File: config.mk
export PLATFORM = sky130hd
export DESIGN_NAME = usrt_rx_ctrl
export DESIGN_NICKNAME = d
export VERILOG_FILES = /design/src/rtl/usrt_pkg.sv /design/src/rtl/usrt_rx_shift.sv /design/src/rtl/usrt_rx_ctrl.sv
export SDC_FILE = /design/constraint.sdc
export NUM_CORES = 1
export LEC_CHECK = 0
export CAP_MARGIN = 5
export CORE_UTILIZATION = 55
export DETAILED_ROUTE_END_ITERATION = 8
export PLACE_DENSITY = 0.8
export SETUP_SLACK_MARGIN = 0.2
export SLEW_MARGIN = 0
export SYNTH_ARGS = -nofsm -noshare
export SYNTH_HDL_FRONTEND = slang
export SYNTH_SLANG_ARGS = --single-unit
File: constraint.sdc
create_clock -name i_Pclk -period 4.1 [get_ports i_Pclk]
set_input_delay 0.82 -clock i_Pclk [delete_from_list [all_inputs] [get_ports i_Pclk]]
set_output_delay 0.82 -clock i_Pclk [all_outputs]
set_load 0.1 [all_outputs]
File: src/rtl/usrt_pkg.sv
// Shared definitions for the USRT receive path: parity modes, rx state
// encoding and the default frame width.
package usrt_pkg;

   localparam int DATA_BITS_DEF = 8;

   localparam logic [1:0] PAR_NONE = 2'b00;
   localparam logic [1:0] PAR_EVEN = 2'b01;
   localparam logic [1:0] PAR_ODD  = 2'b10;

   typedef enum logic [2:0] {
      IDLE    = 3'd0,
      DATA    = 3'd1,
      PARITY  = 3'd2,
      STOP    = 3'd3,
      WAIT_HI = 3'd4
   } rx_state_t;

   // Mode 2'b11 behaves like "none": no parity bit on the line.
   function automatic logic par_enabled(input logic [1:0] mode);
      return (mode == PAR_EVEN) || (mode == PAR_ODD);
   endfunction

endpackage

File: src/rtl/usrt_rx_shift.sv
// Receive datapath: LSB-first shift register, data-bit counter and running
// XOR of the data bits, stepped by clear/shift enables from the sequencer.
module usrt_rx_shift
   import usrt_pkg::*;
#(
   parameter int DATA_BITS = DATA_BITS_DEF
) (
   input  logic                 i_Pclk,
   input  logic                 i_Rst,
   input  logic                 clr,
   input  logic                 shift,
   input  logic                 bit_in,
   output logic [DATA_BITS-1:0] data,
   output logic                 last,
   output logic                 acc
);

   localparam int CW = $clog2(DATA_BITS + 1);

   logic [CW-1:0] cnt;

   always_ff @(posedge i_Pclk or posedge i_Rst) begin
      if (i_Rst) begin
         cnt  <= '0;
         data <= '0;
         acc  <= 1'b0;
      end else if (clr) begin
         cnt  <= '0;
         data <= '0;
         acc  <= 1'b0;
      end else if (shift) begin
         // New bits enter at the MSB so the first bit received ends up in bit 0.
         data <= {bit_in, data[DATA_BITS-1:1]};
         acc  <= acc ^ bit_in;
         cnt  <= cnt + 1'b1;
      end
   end

   assign last = (cnt == CW'(DATA_BITS - 1));

endmodule

File: src/rtl/usrt_rx_ctrl.sv
// USRT receive sequencer: start detection, data/parity/stop stepping with
// on-the-fly parity and framing checks, and a one-entry valid/ready buffer.
//
//   state   | meaning
//   IDLE    | line idle, waiting for a strobe that samples a 0 start bit
//   DATA    | shifting DATA_BITS data bits, LSB first
//   PARITY  | sampling the parity bit (only when the latched mode has parity)
//   STOP    | sampling the stop bit; the frame is committed on this strobe
//   WAIT_HI | after a framing error, waiting for the line to return high
module usrt_rx_ctrl
   import usrt_pkg::*;
#(
   parameter int DATA_BITS = DATA_BITS_DEF
) (
   input  logic                 i_Pclk,
   input  logic                 i_Rst,
   input  logic                 i_BitEn,
   input  logic                 i_Rx,
   input  logic [1:0]           i_Parity,
   input  logic                 i_Ready,
   output logic [DATA_BITS-1:0] o_Data,
   output logic                 o_Valid,
   output logic                 o_ParErr,
   output logic                 o_FrmErr,
   output logic                 o_Overrun,
   output logic                 o_Busy
);

   rx_state_t state;
   logic [1:0] mode;
   logic       perr_q;

   logic                 start_det;
   logic                 shift_en;
   logic [DATA_BITS-1:0] sh_data;
   logic                 sh_last;
   logic                 sh_acc;
   logic                 buf_free;

   assign start_det = (state == IDLE) && i_BitEn && !i_Rx;
   assign shift_en  = (state == DATA) && i_BitEn;
   assign buf_free  = !o_Valid || i_Ready;

   usrt_rx_shift #(
      .DATA_BITS (DATA_BITS)
   ) u_shift (
      .i_Pclk (i_Pclk),
      .i_Rst  (i_Rst),
      .clr    (start_det),
      .shift  (shift_en),
      .bit_in (i_Rx),
      .data   (sh_data),
      .last   (sh_last),
      .acc    (sh_acc)
   );

   always_ff @(posedge i_Pclk or posedge i_Rst) begin
      if (i_Rst) begin
         state     <= IDLE;
         mode      <= PAR_NONE;
         perr_q    <= 1'b0;
         o_Data    <= '0;
         o_Valid   <= 1'b0;
         o_ParErr  <= 1'b0;
         o_FrmErr  <= 1'b0;
         o_Overrun <= 1'b0;
         o_Busy    <= 1'b0;
      end else begin
         o_Overrun <= 1'b0;
         // Consumption; a commit later in this block overrides it.
         if (o_Valid && i_Ready)
            o_Valid <= 1'b0;

         if (i_BitEn) begin
            case (state)
               IDLE: begin
                  if (!i_Rx) begin
                     state  <= DATA;
                     mode   <= i_Parity;
                     perr_q <= 1'b0;
                     o_Busy <= 1'b1;
                  end
               end
               DATA: begin
                  if (sh_last)
                     state <= par_enabled(mode) ? PARITY : STOP;
               end
               PARITY: begin
                  perr_q <= sh_acc ^ i_Rx ^ (mode == PAR_ODD);
                  state  <= STOP;
               end
               STOP: begin
                  if (buf_free) begin
                     o_Data   <= sh_data;
                     o_ParErr <= perr_q;
                     o_FrmErr <= !i_Rx;
                     o_Valid  <= 1'b1;
                  end else begin
                     o_Overrun <= 1'b1;
                  end
                  if (i_Rx) begin
                     state  <= IDLE;
                     o_Busy <= 1'b0;
                  end else begin
                     state <= WAIT_HI;
                  end
               end
               WAIT_HI: begin
                  // A low line here is a break, not a new start bit.
                  if (i_Rx) begin
                     state  <= IDLE;
                     o_Busy <= 1'b0;
                  end
               end
               default: begin
                  state  <= IDLE;
                  o_Busy <= 1'b0;
               end
            endcase
         end
      end
   end

endmodule

==> results of run 1 <==
## cells by family after synthesis
family | count (synthesis) | synth area share, %
fa+ha+maj | 2 | 1.63
buf+inv | 15 | 5.80
simple gates | 40 | 16.7
xor+xnor | 3 | 1.72
flops | 32 | 52.3
compound gates | 27 | 10.5
mux | 12 | 11.3
## per-stage QoR
step	utilization, %	setup WS (ps)	power (mW)
after CTS	69.5	1390	1.45
after global placement	66.5	1320	1.19
after detailed placement	66.5	1230	1.21
after global routing	70.6	1320	1.52
final	70.6	1400	1.44
after floorplan	-	2250	1.08
## synth_stat cells
library cell / n
clkbuf_2: 1
buf_4: 1
nand3_1: 2
nand4b_2: 1
o21ai_0: 6
o31ai_1: 2
and3b_2: 1
a221oi_1: 1
nor4_4: 1
a2bb2oi_1: 1
or3_1: 3
buf_6: 3
mux2_4: 10
mux2_2: 2
a21oi_1: 12
nand2_1: 20
and4bb_1: 1
a21o_2: 1
ha_1: 2
a32o_1: 1
o22ai_1: 2
nor2b_2: 1
nor2_1: 4
nand4bb_4: 1
and3b_1: 1
o211ai_1: 1
buf_2: 4
inv_1: 6
nand2b_4: 1
nand2b_1: 2
nor3b_1: 1
xnor2_1: 3
dfrtp_1: 32
## metal layers
| layer | vias to the layer above | wire [um] | global-route usage [%] |
|---|---|---|---|
| met2 | 19 | 1200 | 29.9 |
| li1 | 488 | - | - |
| met3 | 5 | 113 | 6.11 |
| met1 | 478 | 1250 | 25.7 |
| met4 | 0 | 46 | 13.2 |
| met5 | - | 0 | 0 |
## worst min path at each step
stage	to	slack [ps]	depth (start not counted)
finish	perr_q	510	1
global route	o_Data[2]	540	1
global placement	perr_q	480	1
CTS	perr_q	520	1
detailed placement	perr_q	500	1
floorplan	perr_q	470	1
## layout by cell type (no fill, tap or decap), drive strengths merged, types with 2 or more instances in the layout
| master | count |
|---|---|
| o22ai | 2 |
| inv | 6 |
| and3b | 2 |
| or3 | 3 |
| clkdlybuf4s50 | 19 |
| o31ai | 2 |
| xnor2 | 3 |
| clkbuf | 6 |
| nor2 | 4 |
| o21ai | 6 |
| dfrtp | 32 |
| ha | 2 |
| nand2b | 3 |
| a21oi | 12 |
| nand2 | 20 |
| mux2 | 12 |
| nand3 | 2 |
## sequential cells by signal (all words and copies together) (netlist names)
name	count
u_shift.cnt	4
mode	2
o_Data	8
perr_q	1
o_Valid	1
o_FrmErr	1
u_shift.data	8
o_Busy	1
o_Overrun	1
u_shift.acc	1
state	3
o_ParErr	1
## layout make-up
type,count,area share [%]
flip-flops and latches,32,44.6
multi-input cells,84,35.7
repair buffers,20,12.1
clock buffers,6,2.30
well taps,30,2.09
clock inverters,2,1.95
inverters,6,1.25
## power by group through the flow
stage / registers (mW) / clock network, mW / logic (mW)
5_1_grt: 0.541 / 0.255 / 0.726
4_1_cts: 0.526 / 0.240 / 0.682
2_1_floorplan: 0.799 / 0 / 0.284
6_report: 0.526 / 0.236 / 0.680
3_5_place_dp: 0.531 / 0 / 0.681
3_3_place_gp: 0.523 / 0 / 0.663
==> impl_metrics.tcl, run 1 <==
set metrics [dict create \
    cpPeakStageDelay_ps 1150 \
    grt_overflow 0 \
    grt_pass1_vias 907 \
    routed_via_density 5.50 \
    initial_core_util_pct 60.2 \
    drive_gt1_share_pct 18.0 \
    register_area_um2 801 \
    ctsResizeCount 0 \
    grt_antenna_before_repair 0 \
    hold_path_class "reg2reg" \
    holdBufCountCts 0 \
    crit_slowest_cell "clkdlybuf4s50_1" \
    clockPowerShare_pct 16.3 \
    crit_family "buffers and inverters" \
    ios 20 \
    avgSynthCellArea_um2 11.7 \
    reg2reg_slack_ps 2130 \
    hold_path.startpoint "perr_q" \
    peakVddDrop_uv 656 \
    synth_area_leaders "dfrtp_1, mux2_4, nand2_1, a21oi_1, buf_6" \
    post_cts_buffers 0 \
    p_int_mw 0.789 \
    setup-tns-final_ps 0 \
    via_count 990 \
    die_w_um 54.8 \
    ys_seq_elements 32 \
    area_delta_synth_final_pct 17.3 \
    synth_nets 140 \
    cp-startpoint "o_Busy" \
    worst_slew_pin_slew_ps 969 \
    timing.fmax_ghz 0.370 \
    multiInputGateArea_um2 642 \
    ys_warn_count 0 \
    yosys.area.top_type "dfrtp_1" \
    ys_seq_area_share_pct 52.3 \
    cap_viol_max_count 0 \
    p_switching_mw 0.653 \
    drtAntennaViolNets 0 \
    htreeDepth 2 \
    cp-start-kind "register" \
    dp.cells 171 \
    slew_viol_final 0 \
    rsz0062_at_grt "false" \
    grt_pass1_wl_mm 4.04 \
    grt_max_degree 33 \
    critPathBufInv 1 \
    path_max_fanout 4 \
    clock_skew_ps 10.2 \
    seq_power_share_pct 36.5 \
    pwr-share-comb_pct 47.2 \
    power_density_mw_per_mm2 802 \
    slew_headroom_pct 35.2 \
    design.core.area_mm2 0.00254 \
    cts_tree "yes" \
    synth_cells 131 \
    hpwlAfterDp_mm 1.81 \
    p_sw_share_pct 45.3 \
    nets 158 \
    grt_usage_pct 20.4 \
    end_kind "primary output" \
    dr.pass1.iters 3 \
    post_dp_cell_area_mm2 0.00169 \
    yosysTopAreaCellShare_pct 52.3 \
    final_cell_count_no_fill 180 \
    required_ps 3280 \
    cp.arrival_ps 1880 \
    status "complete, no violations" \
    cts_root_buf "clkbuf_4" \
    antenna_cells 0 \
    die_area_mm2 0.00300 \
    clkLatencyLatePin_ps 340 \
    io_buffer_count 19 \
    die_h_um 54.8 \
    rr_worst_depth 3 \
    cts.sinks 32 \
    worstPathCellList "clkdlybuf4s50_1" \
    clockBufferDepth 2 \
    setup_viol 0 \
    min_period_ps 2700 \
    critical_path_depth 1 \
    cts_buffers 5 \
    reg2reg_from "state[0]" \
    hold_ws_ps 514 \
    num_rows 18 \
    drt_iter0_markers 13 \
    path_clk_slew_ps 90 \
    syn_area_mm2 0.00153 \
    routed_wl_mm 2.61 \
    power.leakage_nw 0.785 \
    finish.instance_area_mm2 0.00180 \
    drc 0 \
    worstSetupPathType "reg2out" \
    nFillCells 187 \
    finalCritPeriodShare_pct 65.9 \
    critical_path.endpoint "o_Busy" \
    final_hold_viol_count 0 \
    detail_route.wl_per_cell_um 14.5 \
    yosysUniqueCellTypes 33 \
    reg2reg_to "o_ParErr" \
    globalplace.congestion 0.775 \
]
Power figures use the tool's default switching activity.
==> run 2, diff against run 1 <==
--- a/config.mk
+++ b/config.mk
@@ -6,9 +6,9 @@
 export NUM_CORES = 1
 export LEC_CHECK = 0
 export CAP_MARGIN = 5
-export CORE_UTILIZATION = 55
+export CORE_UTILIZATION = 54
 export DETAILED_ROUTE_END_ITERATION = 8
-export PLACE_DENSITY = 0.8
+export PLACE_DENSITY = 0.78
 export SETUP_SLACK_MARGIN = 0.2
 export SLEW_MARGIN = 0
 export SYNTH_ARGS = -nofsm -noshare
==> constraint.sdc (replaced) <==
create_clock -name i_Pclk -period 2.5 [get_ports i_Pclk]
set_input_delay 0.5 -clock i_Pclk [delete_from_list [all_inputs] [get_ports i_Pclk]]
set_output_delay 0.5 -clock i_Pclk [all_outputs]
set_load 0.1 [all_outputs]
==> impl_metrics.tcl, run 2 (synthesis gave the netlist of run 1 again) <==
set metrics [dict create \
    routed_wl_mm 2.54 \
    detail_route.wl_per_cell_um 13.9 \
    finalCritPeriodShare_pct 69.9 \
    cts.sinks 32 \
    timing.fmax_ghz 0.572 \
    cts_root_buf "clkbuf_4" \
    worst_slack_ps 753 \
    cap_viol_max_count 0 \
    finish.instance_area_mm2 0.00177 \
    wl_met2_mm 1.14 \
    cp-start-kind "input port" \
    drc 0 \
    grt_overflow 0 \
    clkLatencyLatePin_ps 340 \
    dp_slack_ps 434 \
    p_switching_mw 1.07 \
    ios 20 \
    cts_tree "yes" \
    pwr-share-comb_pct 46.7 \
    rsz0062_at_grt "false" \
    ctsResizeCount 0 \
    min_period_ps 1750 \
    clockBufferDepth 2 \
    routed_via_density 5.49 \
    final_hold_viol_count 0 \
    hpwlAfterDp_mm 1.74 \
    initial_core_util_pct 59.6 \
    setup-tns-final_ps 0 \
    finalPower_mw 2.34 \
    area_delta_synth_final_pct 15.6 \
    die_w_um 55.3 \
    grt_max_degree 33 \
    antenna_cells 0 \
    setup_viol 0 \
    cts_buffers 5 \
    slew_viol_final 0 \
    path_clk_slew_ps 90 \
    via_count 1004 \
    power_density_mw_per_mm2 1320 \
    peakVddDrop_uv 1030 \
    post_cts_buffers 0 \
    holdBufCountCts 0 \
    reg2reg_from "state[0]" \
    top_layer_used "met4" \
    final_core_util_pct 69.0 \
    cp.arrival_ps 2010 \
    drt_iter0_markers 17 \
    clockPowerShare_pct 16.6 \
    grt_usage_pct 19.6 \
    hold_ws_ps 513 \
    globalplace.congestion 0.734 \
    end_kind "register" \
    p_int_mw 1.27 \
    final_cell_count_no_fill 183 \
    grt_pass1_vias 1022 \
    drtAntennaViolNets 0 \
    grt_pass1_wl_mm 4.60 \
    io_buffer_count 19 \
    drive_gt1_share_pct 28.8 \
    final_common_cell "dfrtp_1" \
    seq_power_share_pct 36.6 \
    hold_path_class "reg2reg" \
    p_sw_share_pct 45.7 \
    worst_slew_pin_slew_ps 490 \
    num_rows 18 \
    m1WireLength_mm 1.24 \
    hold_path.startpoint "mode[0]" \
    design.core.area_mm2 0.00257 \
    top_regs "o_Data x8, u_shift.data x8, u_shift.cnt x4" \
    slew_headroom_pct 67.3 \
    nets 161 \
    status "complete, no violations" \
    worstSetupPathType "in2reg" \
    dr.pass1.iters 4 \
    dp.cells 175 \
    htreeDepth 2 \
    post_dp_cell_area_mm2 0.00169 \
    clock_skew_ps 13.0 \
    cp-startpoint "i_BitEn" \
    final_cell_mix "dfrtp_1, nand2_1, buf_4, a21oi_1, mux2_4" \
    power.leakage_nw 0.813 \
    path_max_fanout 16 \
    die_h_um 55.3 \
    die_area_mm2 0.00305 \
    met3_length_um 118 \
    required_ps 2760 \
    grt_antenna_before_repair 0 \
]
-- run 2: cell types whose count changed in the layout (fill, tap and decap cells not counted), sizes merged --
cell / change
buf: +16
clkbuf: -1
clkdlybuf4s50: -13
clkinvlp: +1
-- run 2: area by class of cell --
class	instances	area [um^2]
fill	196	797
tap	30	37.5
inverter	6	22.5
clock buffer	5	37.5
clock inverter	3	42.5
multi-input combinational	84	642
timing repair buffer	23	188
sequential	32	801
-- run 2: power groups by stage --
| stage | Clock, mW | Sequential [mW] | Combinational (mW) |
|---|---|---|---|
| after CTS | 0.404 | 0.857 | 1.10 |
| after global placement | 0 | 0.855 | 1.07 |
| final | 0.390 | 0.858 | 1.09 |
| after floorplan | 0 | 1.31 | 0.466 |
| after global routing | 0.432 | 0.888 | 1.16 |
| after detailed placement | 0 | 0.867 | 1.10 |
-- run 2: worst max-delay path: stages --
cell and delay, ps:
clkdlybuf4s50_1 500, buf_4 190, nand4bb_4 240, or3_1 420, a21oi_1 150
-- run 2: final timing paths --
path / to / slack (ps) / cells past startpoint
max reg2reg: o_Data[4] / 810 / 4
min in group asynchronous: o_Data[2] / 520 / 3
min reg2reg: mode[0] / 510 / 1
min: mode[0] / 510 / 1
max in group asynchronous: state[0] / 1680 / 3
max: u_shift.cnt[3] / 750 / 5
-- run 2: layer usage --
| layer | up-vias | global-route usage, % |
|---|---|---|
| met5 | - | 0 |
| met1 | 485 | 24.7 |
| met4 | 0 | 8.93 |
| met2 | 18 | 29.6 |
| met3 | 6 | 7.96 |
| li1 | 495 | - |
